### src/rtl/risc_pkg.sv
// Shared definitions for the risc boot loader: memory geometry and the
// loader state encoding, visible to the core top and the bench alike.
package risc_pkg;

   localparam int AWIDTH = 5;
   localparam int DWIDTH = 8;

   typedef enum logic [2:0] {
      IDLE,
      LEN,
      DATA,
      CSUM,
      DONE,
      ERR
   } LoaderState;

endpackage

### src/rtl/counter.sv
// Generic loadable up-counter, used by the loader as its write-address
// counter. Load takes priority over enable.
module counter #(
   parameter int WIDTH = 6
)(
   input  logic             clk,
   input  logic             rst,
   input  logic             i_load,
   input  logic [WIDTH-1:0] i_loadValue,
   input  logic             i_enab,
   output logic [WIDTH-1:0] o_count
);

   logic [WIDTH-1:0] r_count;

   // Count register: cleared by reset, preset by load, else steps when enabled
   always_ff @(posedge clk) begin
      if (rst) begin
         r_count <= '0;
      end else if (i_load) begin
         r_count <= i_loadValue;
      end else if (i_enab) begin
         r_count <= r_count + {{(WIDTH-1){1'b0}}, 1'b1};
      end
   end

   assign o_count = r_count;

endmodule

### src/rtl/risc_loader.sv
// Boot loader for the risc core. Receives a LEN / data / CSUM framed byte
// stream, writes the data bytes to consecutive memory addresses from 0, and
// releases the core from reset only once the whole frame has arrived with a
// matching modulo-2**DWIDTH checksum.
module risc_loader import risc_pkg::*; #(
   parameter int AWIDTH = risc_pkg::AWIDTH,
   parameter int DWIDTH = risc_pkg::DWIDTH
)(
   input  logic              clk,
   input  logic              rst,
   input  logic              start,
   input  logic [DWIDTH-1:0] in_data,
   input  logic              in_valid,
   output logic              in_ready,
   output logic [AWIDTH-1:0] mem_addr,
   output logic [DWIDTH-1:0] mem_data,
   output logic              mem_wr,
   output logic              cpu_rst,
   output logic              busy,
   output logic              done,
   output logic              err
);

   // Largest legal frame length is the full memory size. Lengths are held one
   // bit wider than the address so that a full-memory frame can be counted.
   localparam logic [DWIDTH:0] MAX_LEN = (DWIDTH+1)'(2**AWIDTH);

   LoaderState        r_state;
   logic [AWIDTH:0]   r_len;
   logic [DWIDTH-1:0] r_sum;
   logic              r_cpuRst;
   logic              r_memWr;
   logic [AWIDTH-1:0] r_memAddr;
   logic [DWIDTH-1:0] r_memData;

   logic              w_inReady;
   logic              w_accept;
   logic              w_countLoad;
   logic              w_countEnab;
   logic [AWIDTH:0]   w_count;
   logic [AWIDTH:0]   w_countNext;
   logic              w_lenBad;

   // Receive-state decode and the byte handshake
   assign w_inReady   = (r_state == LEN) || (r_state == DATA) || (r_state == CSUM);
   assign w_accept    = in_valid && w_inReady;
   assign w_countLoad = (r_state == LEN) && w_accept;
   assign w_countEnab = (r_state == DATA) && w_accept;
   assign w_countNext = w_count + {{AWIDTH{1'b0}}, 1'b1};
   assign w_lenBad    = (in_data == '0) || ({1'b0, in_data} > MAX_LEN);

   counter #(
      .WIDTH       (AWIDTH + 1)
   ) u_addrCounter (
      .clk         (clk),
      .rst         (rst),
      .i_load      (w_countLoad),
      .i_loadValue ('0),
      .i_enab      (w_countEnab),
      .o_count     (w_count)
   );

   // Frame parser: state, length, running checksum, write strobe and core reset
   always_ff @(posedge clk) begin
      if (rst) begin
         r_state   <= IDLE;
         r_len     <= '0;
         r_sum     <= '0;
         r_cpuRst  <= 1'b1;
         r_memWr   <= 1'b0;
         r_memAddr <= '0;
         r_memData <= '0;
      end else begin
         r_memWr <= 1'b0;
         case (r_state)
            IDLE: begin
               if (start) r_state <= LEN;
            end
            LEN: begin
               if (w_accept) begin
                  if (w_lenBad) begin
                     r_state <= ERR;
                  end else begin
                     r_len   <= (AWIDTH+1)'(in_data);
                     r_sum   <= '0;
                     r_state <= DATA;
                  end
               end
            end
            DATA: begin
               if (w_accept) begin
                  r_memAddr <= w_count[AWIDTH-1:0];
                  r_memData <= in_data;
                  r_memWr   <= 1'b1;
                  r_sum     <= r_sum + in_data;
                  if (w_countNext == r_len) r_state <= CSUM;
               end
            end
            CSUM: begin
               if (w_accept) begin
                  if (in_data == r_sum) begin
                     r_state  <= DONE;
                     r_cpuRst <= 1'b0;
                  end else begin
                     r_state <= ERR;
                  end
               end
            end
            DONE: begin
               if (start) begin
                  r_state  <= LEN;
                  r_cpuRst <= 1'b1;
               end
            end
            ERR: begin
               if (start) r_state <= LEN;
            end
            default: begin
               r_state  <= IDLE;
               r_cpuRst <= 1'b1;
            end
         endcase
      end
   end

   assign in_ready = w_inReady;
   assign mem_addr = r_memAddr;
   assign mem_data = r_memData;
   assign mem_wr   = r_memWr;
   assign cpu_rst  = r_cpuRst;
   assign busy     = w_inReady;
   assign done     = (r_state == DONE);
   assign err      = (r_state == ERR);

endmodule

### config.mk
export PLATFORM = sky130hd
export DESIGN_NAME = risc_loader
export DESIGN_NICKNAME = d
export VERILOG_FILES = /design/src/rtl/risc_pkg.sv /design/src/rtl/counter.sv /design/src/rtl/risc_loader.sv
export SDC_FILE = /design/constraint.sdc
export NUM_CORES = 1
export LEC_CHECK = 0
export ABC_AREA = 0
export BUFFER_PORTS_ARGS = -buffer_cell sky130_fd_sc_hd__buf_4
export CORE_UTILIZATION = 36
export CTS_BUF_LIST = sky130_fd_sc_hd__clkbuf_8 sky130_fd_sc_hd__clkbuf_16
export CTS_CLUSTER_DIAMETER = 80
export DETAILED_ROUTE_END_ITERATION = 10
export GPL_TIMING_DRIVEN = 1
export HOLD_SLACK_MARGIN = 0.06
export PLACE_DENSITY = 0.66
export SYNTH_ARGS = -nofsm -noshare
export SYNTH_HDL_FRONTEND = slang
export SYNTH_SLANG_ARGS = --single-unit
### constraint.sdc
create_clock -name clk -period 1.9 [get_ports clk]
set_input_delay 0.38 -clock clk [delete_from_list [all_inputs] [get_ports clk]]
set_output_delay 0.38 -clock clk [all_outputs]
set_load 0.02 [all_outputs]
==> summary.txt, run 1 <==
Input/output buffers: 30
Flops & latches, synth: 38
Number of synthesized flops with an enable pin: 0
Worst-Skew Late Latency: 290 ps
DRC: 0
Max clock buf depth: 2
DP Area: 2530 um2
Crit path DAT: 2180 ps
Synth warn: 0
Fraction of layout cells with a size suffix above 1: 0.342
DRT iter0 DRCs: 96
Root Buffer: clkbuf_8
Hold Crit Depth: 3
Max_slew headroom: 0.729
Hold crit path type: primary input to register
Global-route wire length before repair: 8130 um
Total Routing Usage GR: 0.173
Final worst path period need: 1950 ps
Crit path buf inv count: 1
Design Area, Final: 2820 um2
Final hold vios: 0
Cts bufs inserted: 5
Starting Density: 0.383
DR WL/cell: 13.5 um
Critical Setup Path Class: register to register
Die Ht: 76.6 um
Final setup vio count: 1
Final WL: 5070 um
Core area: 5240 um2
Slew Viols, Final: 0
Critical path's top delay family: compound AO/OA/AOI/OAI gates
Max VDD drop: 0.440 mV
Worst-Margin Slew: 406 ps
Post-DP HPWL: 3650 um
Share of flip-flops with an asynchronous set or reset: 0
Pre-CTS WS: -325 ps
Layout Nets: 324
Failing checks: negative setup slack
RSZ-0062 raised after global routing: true
I/O pin count: 31
Number of global-route vias before repair: 1728
Max cap viols: 0
Worst-path maximum fanout: 2
ANT cells: 0
H-tree Lvls: 2
Synth-to-Final Area Change: 40.6%
Worst setup margin: -52.5 ps
Cell leakage power: 1.15 nW
Synth cell types: 45
Vias: 1923
Worst reg-to-reg path cell count: 8
Row cnt: 26
CP Data Required Time: 2120 ps
Largest net degree at the start of global routing: 34
Worst-path clk slew: 80 ps
CTS tree: done
Synth Net Count: 267
Final GP Congestion: 0.827
Grt ovf: 0
Pre-antenna DRT Iters: 5
Antenna Nets Post-Route: 0
Worst setup EP type: register
Clk_skew: 4.21 ps
Status: finished with violations
Avg Cell Area, Syn: 8.15 um2
Die Wd: 76.6 um
Initial antenna violation count: 0
WP depth: 8
Hold buffer count at cts: 0
Power density cells: 680 nW/um2
Crit path cell chain: ha_4 > a21oi_4 > o211ai_1 > o41ai_2 > buf_4 > xor2_1 > or3_1 > a31oi_1
Via-to-Cell Ratio: 5.14
Fmax: 512 MHz
Mapped Cells: 246
CP Launch Type: register
Mapped cell area: 2000 um2
Register area share after synthesis: 0.380
Fill count: 477
Clock sinks: 38
Final Cycle Share: 1.03
Slowest stage delay, CP: 380 ps
Crit-path slowest cell: o41ai_2
Die area: 5870 um2
Main flop type after synthesis: dfxtp_1
layer usage:
metal,vias to the layer above,GRT usage,wire length [um]
met2,40,0.275,2380
met5,-,0,0
met3,6,0.0383,194
li1,962,-,-
met1,915,0.235,2440
met4,0,0.0462,53
logic make-up (layout without fill, tap and decap cells):
kind of cell / count (synthesis) / after routing / share of synthesized area
adders and majority gates: 9 / 9 / 0.0599
muxes: 6 / 6 / 0.0300
xor gates and xnor gates: 17 / 17 / 0.0780
and+or+nand+nor: 105 / 105 / 0.248
buffers and inverters: 19 / 77 / 0.0468
DFF: 38 / 38 / 0.380
AOI/OAI and AO/OA: 52 / 52 / 0.158
flip-flops by register name, indices dropped and copies added (netlist names):
| signal | cells |
|---|---|
| mem_data | 8 |
| r_len | 6 |
| u_addrCounter.o_count | 6 |
| mem_addr | 5 |
| mem_wr | 1 |
| r_sum | 8 |
| cpu_rst | 1 |
| r_state | 3 |
where the power goes:
part	leakage (nW)	internal (mW)	switching [mW]
Combinational	0.768	0.123	0.137
Clock	0.0683	0.526	0.309
Sequential	0.310	0.806	0.0162
Yosys cell counts, types with 2 or more instances:
master	number	share of area
a221o_1	2	0.010
or3_1	4	0.012
o21ai_0	6	0.015
mux2i_1	6	0.030
nand3_1	12	0.030
inv_1	4	0.0075
nor3_1	4	0.010
or2_2	2	0.0062
and2_1	3	0.0094
dfxtp_1	38	0.38
nor2_1	20	0.037
nand4_1	2	0.0062
a211oi_1	2	0.0075
nor2b_1	2	0.0062
buf_6	2	0.011
ha_1	8	0.050
xor2_1	7	0.031
a21oi_1	30	0.075
or4_1	2	0.0075
clkbuf_1	8	0.015
a21o_1	2	0.0075
buf_2	3	0.0075
nand2_1	44	0.082
nand2b_1	3	0.0094
a31oi_1	2	0.0062
xnor2_1	9	0.039
final cells by class:
class | instances | area (um2) | share of cell area
Multi-Input combinational cell | 189 | 1310 | 0.465
Tap cell | 70 | 87.6 | 0.0311
Sequential cell | 38 | 772 | 0.274
Clock buffer | 5 | 68.8 | 0.0244
Inverter | 4 | 15.0 | 0.00533
Timing Repair Buffer | 65 | 497 | 0.176
Clock inverter | 3 | 68.8 | 0.0244
per-stage QoR:
stage / hold slack (ps) / power (mW) / instances / utilization / TNS [ps]
2_1_floorplan: 436 / 0.988 / 246 / - / 0
3_3_place_gp: 446 / 1.08 / 361 / 0.484 / -2580
3_5_place_dp: 448 / 1.09 / 361 / 0.484 / -3050
4_1_cts: 357 / 1.92 / 370 / 0.516 / -73.6
5_1_grt: 367 / 1.98 / 374 / 0.538 / -278
6_report: 360 / 1.92 / 374 / 0.538 / -52.5
cells in the final DEF (no fill, tap or decap), types with 2 or more instances in the layout:
| cell type | synthesis | routed |
|---|---|---|
| o21ai_0 | 6 | 6 |
| ha_4 | 0 | 7 |
| nand4_1 | 2 | 2 |
| xor2_2 | 1 | 2 |
| inv_1 | 4 | 4 |
| a21o_1 | 2 | 2 |
| nor2b_1 | 2 | 2 |
| a31oi_1 | 2 | 2 |
| clkbuf_8 | 0 | 5 |
| or3_1 | 4 | 3 |
| buf_4 | 1 | 61 |
| a21oi_4 | 1 | 3 |
| bufinv_16 | 0 | 2 |
| buf_6 | 2 | 3 |
| nor2_1 | 20 | 20 |
| dfxtp_2 | 0 | 6 |
| or4_4 | 1 | 3 |
| dfxtp_1 | 38 | 31 |
| mux2i_1 | 6 | 6 |
| a21oi_1 | 30 | 28 |
| xor2_1 | 7 | 6 |
| and2_1 | 3 | 3 |
| nand2b_1 | 3 | 3 |
| a221o_1 | 2 | 2 |
| a211oi_1 | 2 | 2 |
| nand3_1 | 12 | 12 |
| nand2_1 | 44 | 44 |
| nor3_1 | 4 | 4 |
| or2_2 | 2 | 2 |
| xnor2_1 | 9 | 9 |
worst register-to-register path, stage by stage (launching register included):
cell,delay [ps]
dfxtp_2,360
ha_4,210
a21oi_4,150
o211ai_1,140
o41ai_2,380
buf_4,170
xor2_1,60
or3_1,300
a31oi_1,120
what timing repair did:
item                       in CTS  in global routing
setup buffers                   1                  3
setup endpoints to repair       4                 11
pin swaps                       3                  6
resized for setup               7                 16
hold endpoints to repair        0                  0
gates cloned                    0                  1
worst paths after layout:
| check | from | to | slack (ps) |
|---|---|---|---|
| worst min-delay path | in_data[7] | mem_data[7] | 360 |
| worst max-delay path | r_sum[1] | r_sum[7] | -50 |
| worst min register to register | mem_addr[1] | mem_addr[1] | 460 |
| worst max register to register | r_sum[1] | r_sum[7] | -50 |
Power figures use the tool's default switching activity.
==> run 2, diff against run 1 <==
Settings changed: BUFFER_PORTS_ARGS -buffer_cell sky130_fd_sc_hd__buf_4 to unset, DONT_BUFFER_PORTS set to 1, PLACE_DENSITY 0.66 to 0.61, SETUP_SLACK_MARGIN set to 0.15.
==> summary.txt, run 2 (synthesis gave the netlist of run 1 again) <==
Global-route wire length before repair: 7960 um
Max clock buf depth: 2
Final hold vios: 0
Cts bufs inserted: 5
Worst-path maximum fanout: 2
Grt ovf: 0
Final worst path period need: 1910 ps
Worst-path clk slew: 80 ps
Most frequent cells in the layout: nand2_1 (43), dfxtp_1 (32), a21oi_1 (28)
DP Cell Count: 324
Die area: 5870 um2
Crit path DAT: 2100 ps
Starting Density: 0.383
Input/output buffers: 0
Final WL: 4740 um
DRC: 0
FF/Latch Area: 778 um2
CP Launch Type: register
Power density cells: 737 nW/um2
Post-DP HPWL: 3530 um
Root Buffer: clkbuf_8
Layout Nets: 286
Max VDD drop: 0.339 mV
Hold buffer count at cts: 0
Critical Setup Path Class: register to register
Via-to-Cell Ratio: 5.11
Slew Viols, Final: 0
ANT cells: 0
Number of global-route vias before repair: 1690
Pre-antenna DRT Iters: 4
Fmax: 525 MHz
Core area: 5240 um2
RSZ-0062 raised after global routing: true
I/O pin count: 31
Row cnt: 26
DR WL/cell: 14.1 um
Non-filler cells, final: 336
Final setup vio count: 1
Status: finished with violations
Cell leakage power: 0.946 nW
Vias: 1717
Worst setup margin: -5.56 ps
Final Cycle Share: 1.00
Synth-to-Final Area Change: 24.8%
Commonest non-fill, non-tap cell in the layout: nand2_1
Fill count: 518
Largest net degree at the start of global routing: 34
Worst setup EP type: register
Failing checks: negative setup slack
Max cap viols: 0
Fraction of layout cells with a size suffix above 1: 0.248
Die Wd: 76.6 um
Final GP Congestion: 0.814
DRT iter0 DRCs: 86
Area occupied by multi-input gates: 1280 um2
Hold crit path type: primary input to register
Worst-Skew Late Latency: 300 ps
Clk_skew: 3.29 ps
H-tree Lvls: 2
CTS tree: done
Max_slew headroom: 0.744
Initial antenna violation count: 0
Clock sinks: 38
Antenna Nets Post-Route: 0
CP Data Required Time: 2090 ps
Total Routing Usage GR: 0.172
Power, Total: 1.84 mW
Die Ht: 76.6 um
Worst-Margin Slew: 382 ps
## run 2: final timing paths
| kind | to | slack [ps] | from | depth (start not counted) |
|---|---|---|---|---|
| setup / recovery | cpu_rst | -6 | r_sum[5] | 5 |
| setup reg to reg | cpu_rst | -6 | r_sum[5] | 5 |
| hold reg to reg | r_sum[0] | 480 | r_sum[0] | 2 |
| hold / removal | r_sum[2] | 140 | rst | 1 |
## run 2: timing repair
item,in CTS,in global routing
setup endpoints to repair,6,11
hold endpoints to repair,0,0
pin swaps,6,9
resized for setup,9,5
setup buffers,1,3
## run 2: layer usage
| layer | up-vias | global-route usage | share of wire |
|---|---|---|---|
| met4 | 0 | 0.0750 | 0.012 |
| li1 | 882 | - | - |
| met2 | 34 | 0.275 | 0.46 |
| met1 | 794 | 0.217 | 0.47 |
| met5 | - | 0 | 0 |
| met3 | 7 | 0.0455 | 0.058 |
## run 2: final cells by class
type / count / area share
timing repair buffer: 27 / 0.0825
clock buffer: 5 / 0.0275
tap: 70 / 0.0350
multi-input combinational: 189 / 0.511
sequential: 38 / 0.311
inverter: 4 / 0.00600
clock inverter: 3 / 0.0275
## run 2: worst max-delay path, cell delays in order (launching register included)
cell     delay, ps
dfxtp_2        350
ha_4           200
or4_4          540
nor4_4         290
nand3_1        100
a221o_1        320
## run 2: per-stage QoR
stage / setup WS [ps] / area (um2) / hold WS, ps / utilization / TNS [ps]
floorplan: 6.18 / 2120 / 445 / - / 0
global placement: -80.3 / 2300 / 454 / 0.438 / -206
detailed placement: -129 / 2300 / 456 / 0.438 / -903
CTS: -46.6 / 2460 / 128 / 0.470 / -80.8
global route: -102 / 2500 / 125 / 0.478 / -312
finish: -5.56 / 2500 / 140 / 0.478 / -5.56
## run 2: report_power, final
group | internal, mW | switching, mW | total, mW
Clock | 0.526 | 0.313 | 0.839
Sequential | 0.801 | 0.0158 | 0.817
Combinational | 0.0882 | 0.0994 | 0.188
Total | 1.42 | 0.428 | 1.84
